$ cat src/rtl/clock_switch_controller_pkg.sv
// Shared types and helpers for the clock switch sequencer.
package clock_switch_controller_pkg;

  typedef enum logic {
    IDLE     = 1'b0,
    SETTLING = 1'b1
  } state_e;

  // The settle counter never needs fewer than one bit, even when SETTLE_CYCLES is 1.
  function automatic int settle_cnt_width(input int settle_cycles);
    int w;
    w = $clog2(settle_cycles);
    return (w < 1) ? 1 : w;
  endfunction

  function automatic logic source_alive(input logic src, input logic alive_0, input logic alive_1);
    return src ? alive_1 : alive_0;
  endfunction

endpackage

$ cat src/rtl/clock_switch_controller.sv
// Owns the clock_multiplexer select line: validates the target, drives select,
// then holds busy for a settle window while the mux synchronisers hand over.
//
// state    | meaning
// IDLE     | waiting for a request or a fallback condition
// SETTLING | select has changed, settle counter running, busy high
module clock_switch_controller
  import clock_switch_controller_pkg::*;
#(
  parameter int SETTLE_CYCLES  = 16,
  parameter bit DEFAULT_SELECT = 1'b0
) (
  input  logic clock,
  input  logic resetn,
  input  logic request_valid,
  input  logic request_select,
  output logic request_ready,
  input  logic clock_0_alive,
  input  logic clock_1_alive,
  input  logic fallback_enable,
  output logic select,
  output logic current_select,
  output logic busy,
  output logic done_pulse,
  output logic error_pulse,
  output logic fallback_pulse
);

  if (SETTLE_CYCLES < 1) begin : g_bad_settle
    $error("clock_switch_controller: SETTLE_CYCLES must be at least 1");
  end

  localparam int CNT_W = settle_cnt_width(SETTLE_CYCLES);
  localparam logic [CNT_W-1:0] CNT_LOAD = CNT_W'(SETTLE_CYCLES - 1);

  state_e           state_q, state_d;
  logic [CNT_W-1:0] cnt_q, cnt_d;
  logic             select_q, select_d;
  logic             cur_sel_q, cur_sel_d;
  logic             done_q, done_d;
  logic             error_q, error_d;
  logic             fallback_q, fallback_d;

  logic cur_alive;
  logic other_alive;
  logic req_alive;
  logic tgt_alive;
  logic fallback_cond;

  assign cur_alive     = source_alive(cur_sel_q, clock_0_alive, clock_1_alive);
  assign other_alive   = source_alive(~cur_sel_q, clock_0_alive, clock_1_alive);
  assign req_alive     = source_alive(request_select, clock_0_alive, clock_1_alive);
  assign tgt_alive     = source_alive(select_q, clock_0_alive, clock_1_alive);
  assign fallback_cond = fallback_enable & ~cur_alive & other_alive;

  always_comb begin
    state_d    = state_q;
    cnt_d      = cnt_q;
    select_d   = select_q;
    cur_sel_d  = cur_sel_q;
    done_d     = 1'b0;
    error_d    = 1'b0;
    fallback_d = 1'b0;

    unique case (state_q)
      IDLE: begin
        // Fallback wins over a request presented in the same cycle.
        if (fallback_cond) begin
          select_d   = ~cur_sel_q;
          cnt_d      = CNT_LOAD;
          fallback_d = 1'b1;
          state_d    = SETTLING;
        end else if (request_valid) begin
          if (request_select == cur_sel_q) begin
            done_d = 1'b1;
          end else if (!req_alive) begin
            error_d = 1'b1;
          end else begin
            select_d = request_select;
            cnt_d    = CNT_LOAD;
            state_d  = SETTLING;
          end
        end
      end

      SETTLING: begin
        // Never revert select mid-switch; a dead target is only reported at completion.
        if (cnt_q == '0) begin
          cur_sel_d = select_q;
          done_d    = 1'b1;
          error_d   = ~tgt_alive;
          state_d   = IDLE;
        end else begin
          cnt_d = cnt_q - 1'b1;
        end
      end

      default: state_d = IDLE;
    endcase
  end

  always_ff @(posedge clock or negedge resetn) begin
    if (!resetn) begin
      state_q    <= IDLE;
      cnt_q      <= '0;
      select_q   <= DEFAULT_SELECT;
      cur_sel_q  <= DEFAULT_SELECT;
      done_q     <= 1'b0;
      error_q    <= 1'b0;
      fallback_q <= 1'b0;
    end else begin
      state_q    <= state_d;
      cnt_q      <= cnt_d;
      select_q   <= select_d;
      cur_sel_q  <= cur_sel_d;
      done_q     <= done_d;
      error_q    <= error_d;
      fallback_q <= fallback_d;
    end
  end

  assign request_ready  = (state_q == IDLE) & ~fallback_cond;
  assign select         = select_q;
  assign current_select = cur_sel_q;
  assign busy           = (state_q == SETTLING);
  assign done_pulse     = done_q;
  assign error_pulse    = error_q;
  assign fallback_pulse = fallback_q;

endmodule

$ cat config.mk
export PLATFORM = sky130hd
export DESIGN_NAME = clock_switch_controller
export DESIGN_NICKNAME = d
export VERILOG_FILES = /design/src/rtl/clock_switch_controller_pkg.sv /design/src/rtl/clock_switch_controller.sv
export SDC_FILE = /design/constraint.sdc
export NUM_CORES = 1
export LEC_CHECK = 0
export ABC_CLOCK_PERIOD_IN_PS = 1300
export CORE_MARGIN = 5
export CORE_UTILIZATION = 35
export DETAILED_ROUTE_END_ITERATION = 7
export SLEW_MARGIN = 0
export SYNTH_ARGS = -nofsm -noshare
export SYNTH_HDL_FRONTEND = slang
export SYNTH_SLANG_ARGS = --single-unit
$ cat constraint.sdc
create_clock -name clock -period 1.3 [get_ports clock]
set_input_delay 0.26 -clock clock [delete_from_list [all_inputs] [get_ports clock]]
set_output_delay 0.26 -clock clock [all_outputs]
set_load 0.005 [all_outputs]
# Word level (Yosys, flattened, before mapping)

Cells that the tools add are included.

$add $sub $neg: 1
Eq/ne operators: 6
Muxes and demuxes: 33
Bitwise operators: 8
Reduce and logical (&&, ||, !) cells: 6

Operators by type and width:

| cell                | number |
|---|---|
| $mux 1              | 24 |
| $mux 4              | 5 |
| $ne 3x3->1 const B  | 3 |
| $pmux 4 s2          | 1 |
| $reduce_and 4->1    | 2 |
| $pmux 1 s2          | 3 |
| $not 1->1           | 5 |
| $logic_not 4->1     | 1 |
| $ne 2x2->1 const B  | 2 |
| $reduce_bool 2->1   | 2 |
| $sub 4x1->4 const B | 1 |
| $and 1x1->1         | 3 |
| $reduce_and 2->1    | 1 |
| $eq 1x1->1          | 1 |

Register bits after elaboration: 10
Input port bits: 7
Output and inout port bits: 7
Word-level logic and storage cells: 61

# Depth between registers and ports, before layout

Gate-level depths: netlist (run 1).

Depth in word-level cells: 6
Gate-level depth with buffers: 5
Gate-level depth less buffers: 5

# Worst setup path before layout (run 1)

Ideal clock, no wire load.

Path type: register to register
Start point: register cnt_q[0]
End point: register cur_sel_q, in the netlist current_select
Library setup time: 0.125 ns
Data arrival time: 1.266 ns
Required time: 1.175 ns
Setup slack: -0.090 ns
Cell stages (with the launch flop): 5
Buffers on the path: 0
Path through: dfrtp_1 inv_1 ha_1 and4bb_2 mux2_2

Word-level cells in the longest chain between the ends: 2

Ends and longest elaborated chain:

| item                       | RTL line                       | text |
|---|---|---|
| from (decl)                | clock_switch_controller.sv:37  | `logic [CNT_W-1:0] cnt_q, cnt_d;` |
| from (signal assigned)     | clock_switch_controller.sv:113 | `cnt_q <= cnt_d;` |
| $logic_not 4->1            | clock_switch_controller.sv:88  | `if (cnt_q == '0) begin` |
| $reduce_and 2->1 (no line) | -                              |  |
| to (signal assigned)       | clock_switch_controller.sv:115 | `cur_sel_q <= cur_sel_d;` |
| to (decl)                  | clock_switch_controller.sv:39  | `logic cur_sel_q, cur_sel_d;` |

No other way between the ends.
A chain may end at the register's enable or synchronous reset.

# Worst setup path after layout (run 1)

Start point: register cur_sel_q, in the netlist current_select
End point: output request_ready

Word-level cells in the longest chain between the ends: 6
Elaborated cells between the ends (all ways): 7
Classes of those cells: mux (2); bitwise (5)

Ends and longest elaborated chain:

| item          | RTL line                          | text |
|---|---|---|
| $mux 1        | clock_switch_controller_pkg.sv:17 | `return src ? alive_1 : alive_0;` |
| $not 1->1     | clock_switch_controller.sv:54     | `assign fallback_cond = fallback_enable & ~cur_alive & other_alive;` |
| $and 1x1->1   | clock_switch_controller.sv:54     |  |
| $and 1x1->1 * | clock_switch_controller.sv:54     |  |
| $not 1->1 *   | clock_switch_controller.sv:122    | `assign request_ready = (state_q == IDLE) & ~fallback_cond;` |
| $and 1x1->1 * | clock_switch_controller.sv:122    |  |
| to (decl)     | clock_switch_controller.sv:17     | `output logic request_ready,` |

Mark *: on every way between the ends. The rest lies on a longest branch, timed or not.

==> out/qor.yml, run 1 <==
insertion_delay_ps: 260
ios: 14
crit_chain: "nor4bb_4 -> a311o_2 -> inv_4 -> buf_6"
leakage_nw: 0.514
htree_levels: 1
cp-end-kind: "output port"
min_period_over_period_pct: 121
placed_cells: 113
drt_iter0_markers: 20
nFillCells: 150
relSlewSlack_pct: 68.5
areaGrowthSynthToFinish_pct: 71.1
cts-hold-fix-buffers: 0
wl_per_cell_um: 12.4
grt_max_degree: 11
yosys-top-cells-area: "dfrtp_1, nor2b_1, a22o_1"
tightest_slew_ps: 470
required_ps: 1040
utilization_pct: 62.8
synthesis.area_um2: 627
routed_wl_um: 1550
synth-seq-cells: 10
initial_core_util_pct: 36.7
cts_buffers: 3
antenna_found_initial: 0
synth_largest_area_cell: "dfrtp_1"
period_needed_ps: 1570
ant_nets: 0
clk_path_buf_depth: 2
die_h_um: 52.3
clkSlewWorstSetupHoldPaths_ps: 60
cp.depth: 4
numClockSinks: 10
violations: "negative setup slack"
critical_path.max_fanout: 4
clock.fmax_mhz: 638
dieArea_mm2: 0.00274
setup_ws_ps: -267
syn-instance-count: 58
grt_setup_unrepaired: "true"
vias: 615
ys_types: 36
min_path_type: "in -> async"
port_buffers: 13
coreArea_mm2: 0.00171
worst-r2r-cell-count: 6
max_stage_delay_ps: 440
crit_family: "flip-flops"
synth_commonest_cells: "dfrtp_1, nor2b_1, o21ai_0"
cts_tree: "done"
synth_top_area_share_pct: 39.9
place_ws_ps: -845
die_w_um: 52.3
finalHoldViolCount: 0
fin_cells: 125
max-vdd-ir-drop_uv: 1460
layout.nets: 110
skew_ps: 3.80
grt_use_total_pct: 14.4
arrival_ps: 1310
critPathLaunchType: "flip-flop"
drt_pass1_iterations: 4
critical_path_class: "reg -> out"
dp_hpwl_um: 1220
synthArstFlopShare_pct: 100
drc: 0
rows: 15
power_density_mw_per_mm2: 2000
synth_edf_count: 0
post-synth-top-count-cell: "dfrtp_1"
yosysWarnings: 0
outcome: "finished, violations left"
antenna_cells: 0
cts_root_buf: "clkbuf_4"
drv_cap: 0
gp_congestion: 0.734
grt_pass1_wl_um: 2870
ys_seq_area_share_pct: 39.9
vias_per_cell: 4.92
syn_nets: 66
cp_num_buf_inv: 2
synthFlopType: "dfrtp_1"
avgSynthCellArea_um2: 10.8
grt_pass1_vias: 641
globalRouteOverflowTotal: 0
hold_ws_ps: 323
drive_gt1_share_pct: 52.0
report.final.slew_viol_count: 0
crit_path_top_delay_cell: "dfrtp_2"
final-setup-viol-count: 11
cell type report:
class                      instances  area (µm²)  share of cell area, %
tap                               25        31.3                   2.92
clock buffer                       3        22.5                   2.10
sequential                        10         251                   23.5
timing repair buffer              40         334                   31.2
multi-input combinational         44         419                   39.1
inverter                           3        13.8                   1.28
worst paths after layout:
| path | from | end | slack [ps] |
|---|---|---|---|
| setup / recovery | current_select | request_ready | -270 |
| hold / removal | resetn | busy | 320 |
| setup reg to reg | current_select | cnt_q[3] | -200 |
| hold reg to reg | busy | fallback_pulse | 580 |
| max in group asynchronous | resetn | current_select | 630 |
| min in group clock | clock_0_alive | error_pulse | 550 |
metrics by stage:
| step | setup TNS (ps) | instance area, µm² | total power (W) |
|---|---|---|---|
| 2_1_floorplan | -180 | 642 | 0.00113 |
| 3_3_place_gp | -5120 | 927 | 0.00163 |
| 3_5_place_dp | -5320 | 927 | 0.00166 |
| 4_1_cts | -1520 | 1060 | 0.00213 |
| 5_1_grt | -2100 | 1070 | 0.00235 |
| 6_report | -1290 | 1070 | 0.00215 |
worst register-to-register path, stage by stage (launching register included):
cell and delay [ps]:
dfrtp_2 440, nor4bb_4 280, a311o_2 190, inv_4 40
buf_4 150, a21oi_4 160, a22o_1 170
metal layers:
metal	track usage (%)	vias to the layer above	routed length, µm
li1	-	310	-
met1	19.9	292	739
met4	3.83	0	9
met5	0	-	0
met3	4.84	2	76
met2	21.1	11	726
state kept, by name (all words and copies together) (netlist names):
name            cells
select              1
busy                1
done_pulse          1
error_pulse         1
fallback_pulse      1
cnt_q               4
current_select      1
where the power goes:
part	internal, W	switching (W)	total (W)
Sequential	0.000446	0.0000823	0.000529
Clock	0.000106	0.0000924	0.000199
Combinational	0.000859	0.000559	0.00142
cell usage in the layout, fill, tap and decap left out, types with 2 or more instances in the layout:
master           synthesis  final
buf_4                    0     24
dfrtp_1                 10      9
dlygate4sd2_1            0      6
nor2b_1                  5      4
buf_6                    0      4
clkbuf_4                 0      3
clkdlybuf4s50_1          0      3
inv_2                    0      2
nand2b_1                 2      2
and3b_1                  2      2
nor2_1                   2      2
o21ai_0                  3      2
mux2_4                   0      2
a22o_1                   2      2
repair_timing:
action / CTS / global route
buffers inserted: 9 / 0
endpoints found under the setup margin: 16 / 11
pin swaps: 7 / 4
gates resized for setup: 30 / 6
logic make-up after synthesis:
group	after synthesis	synth area share [%]
adders and majority gates	1	2.00
AOI/OAI and AO/OA	21	28.9
muxes	3	5.19
and+or+nand+nor	19	21.0
DFF	10	39.9
buffers and inverters	4	2.99
Note: power is estimated with default switching activity, not from simulation.
==> run 2: changes to the inputs <==
- HOLD_SLACK_MARGIN: not set -> 0.02
- MAX_ROUTING_LAYER: not set -> met4
- SLEW_MARGIN: 0 -> 20
==> run 2 against run 1 <==
Against the previous run: the run still ends with negative setup slack left; final cell count unchanged; sequential share of layout area unchanged; global-route usage up 0.37 points; clock power about the same; power up 0.12%; fmax down 0.15%; worst hold slack about the same; register-to-register slack about the same; largest cell class unchanged; via count down 0.33%; routed wire length up 0.13%; first-iteration DRC count unchanged.
==> out/qor.yml, run 2 (synthesis results as in run 1) <==
insertion_delay_ps: 260  # about the same
relSlewSlack_pct: 68.6  # was 68.5%
max_stage_delay_ps: 440  # about the same
grt_max_degree: 11  # unchanged
crit_chain: "nor4bb_4 -> a311o_2 -> inv_4 -> buf_6"  # unchanged
startpoint: "current_select"  # unchanged
drt_pass1_iterations: 4  # unchanged
cts_tree: "done"  # unchanged
timing.rr.end: "cnt_q[3]"  # unchanged
htree_levels: 1  # unchanged
critical_path.max_fanout: 4  # unchanged
cts_buffers: 3  # unchanged
reg2reg_from: "current_select"  # unchanged
grt_pass1_vias: 641  # unchanged
worst-r2r-cell-count: 6  # unchanged
drv_cap: 0  # unchanged
fin_cells: 125  # unchanged
final_cell_mix: "buf_4, dfrtp_1, dlygate4sd2_1, nor2b_1, buf_6"  # unchanged
seq_power_share_pct: 24.6  # about the same
grt_pass1_wl_um: 2870  # unchanged
port_buffers: 13  # unchanged
ant_nets: 0  # unchanged
coreArea_mm2: 0.00171  # unchanged
finalHoldViolCount: 0  # unchanged
nFillCells: 150  # unchanged
layout.nets: 110  # unchanged
final-setup-viol-count: 11  # unchanged
min_path_type: "in -> async"  # unchanged
route.met2.wl_um: 732  # was 726 µm
violations: "negative setup slack"  # unchanged
place_ws_ps: -845  # unchanged
largest_register: "cnt_q"  # unchanged
mostFrequentLayoutCell: "buf_4"  # unchanged
clk_path_buf_depth: 2  # unchanged
areaGrowthSynthToFinish_pct: 71.1  # unchanged
drt_iter0_markers: 20  # unchanged
cts-hold-fix-buffers: 0  # unchanged
antenna_cells: 0  # unchanged
min_period_over_period_pct: 121  # about the same
switchingPower_w: 0.000736  # was 0.000734 W
p_int_w: 0.00141  # about the same
antenna_found_initial: 0  # unchanged
critical_path_class: "reg -> out"  # unchanged
wl_met3_um: 60  # was 76 µm
swShare_pct: 34.3  # was 34.2%
vias: 613  # was 615
placed_cells: 113  # unchanged
critPathLaunchType: "flip-flop"  # unchanged
drive_gt1_share_pct: 52.0  # unchanged
ios: 14  # unchanged
leakage_nw: 0.514  # unchanged
grt_setup_unrepaired: "true"  # unchanged
cp_num_buf_inv: 2  # unchanged
rows: 15  # unchanged
routed_wl_um: 1550  # about the same
cp-end-kind: "output port"  # unchanged
wl_per_cell_um: 12.4  # about the same
numClockSinks: 10  # unchanged
max-vdd-ir-drop_uv: 1460  # about the same
hold_ws_ps: 323  # about the same
outcome: "finished, violations left"  # unchanged
skew_ps: 3.50  # was 3.80 ps
required_ps: 1040  # about the same
drc: 0  # unchanged
regToRegSetupSlack_ps: -200  # about the same
pwr-share-comb_pct: 66.1  # about the same
report.final.slew_viol_count: 0  # unchanged
power_density_mw_per_mm2: 2000  # about the same
largest_register_ffs: 4  # unchanged
crit_end: "request_ready"  # unchanged
arrival_ps: 1310  # about the same
finalPower_w: 0.00215  # about the same
dp_hpwl_um: 1220  # unchanged
crit_path_top_delay_cell: "dfrtp_2"  # unchanged
initial_core_util_pct: 36.7  # unchanged
die_w_um: 52.3  # unchanged
gp_congestion: 0.743  # was 0.734
setup_ws_ps: -270  # was -267 ps
dieArea_mm2: 0.00274  # unchanged
grt_use_total_pct: 14.7  # was 14.4%
period_needed_ps: 1570  # about the same
clock.fmax_mhz: 637  # was 638 MHz
cp.depth: 4  # unchanged
clkSlewWorstSetupHoldPaths_ps: 60  # about the same
tightest_slew_ps: 470  # about the same
placed_area_um2: 927  # unchanged
globalRouteOverflowTotal: 0  # unchanged
vias_per_cell: 4.90  # was 4.92
topRoutingLayerUsed: "met3"  # was met4
final_area_mm2: 0.00107  # unchanged
met1Wirelength_um: 760  # was 739 µm
die_h_um: 52.3  # unchanged
power_frac_clock_pct: 9.2  # was 9.3%
crit_family: "flip-flops"  # unchanged
cts_root_buf: "clkbuf_4"  # unchanged
run 2: timing repair:
action | in CTS | in global routing
endpoints found under the setup margin | 16 | 11
pin swaps | 7 | 4
resized for setup | 30 | 6
setup buffers | 9 | 0
run 2: through the flow:
stage | TNS (ps) | utilization (%)
after global placement | -5120 | 54.3
final | -1310 | 62.8
after CTS | -1520 | 62.1
after global routing | -2100 | 62.8
after floorplan | -180 | -
after detailed placement | -5320 | 54.3
run 2: layout make-up:
class	instances	area, µm²	area share [%]
inverters	3	13.8	1.28
multi-input cells	44	419	39.1
clock buffers	3	22.5	2.10
flip-flops and latches	10	251	23.5
repair buffers	40	334	31.2
well taps	25	31.3	2.92
run 2: how the worst min path moves through the flow:
stage                      start             end  slack, ps
final                     resetn            busy        320
after detailed placement    busy  fallback_pulse        570
after global routing      resetn        cnt_q[2]        330
after floorplan           resetn            busy        -40
after global placement    select          select        560
after CTS                 resetn            busy        330
run 2: power by group through the flow:
stage | clock, W | sequential (W) | combinational [W]
finish | 0.000198 | 0.000529 | 0.00142
global route | 0.000231 | 0.000551 | 0.00157
CTS | 0.000209 | 0.000527 | 0.00139
detailed placement | 0 | 0.000532 | 0.00113
global placement | 0 | 0.000524 | 0.00111
floorplan | 0 | 0.000565 | 0.000562
run 2: metal layers:
metal	track usage (%)	up-vias
met5	-	-
met3	4.56	0
met1	20.1	292
met4	3.83	0
li1	-	310
met2	21.1	11
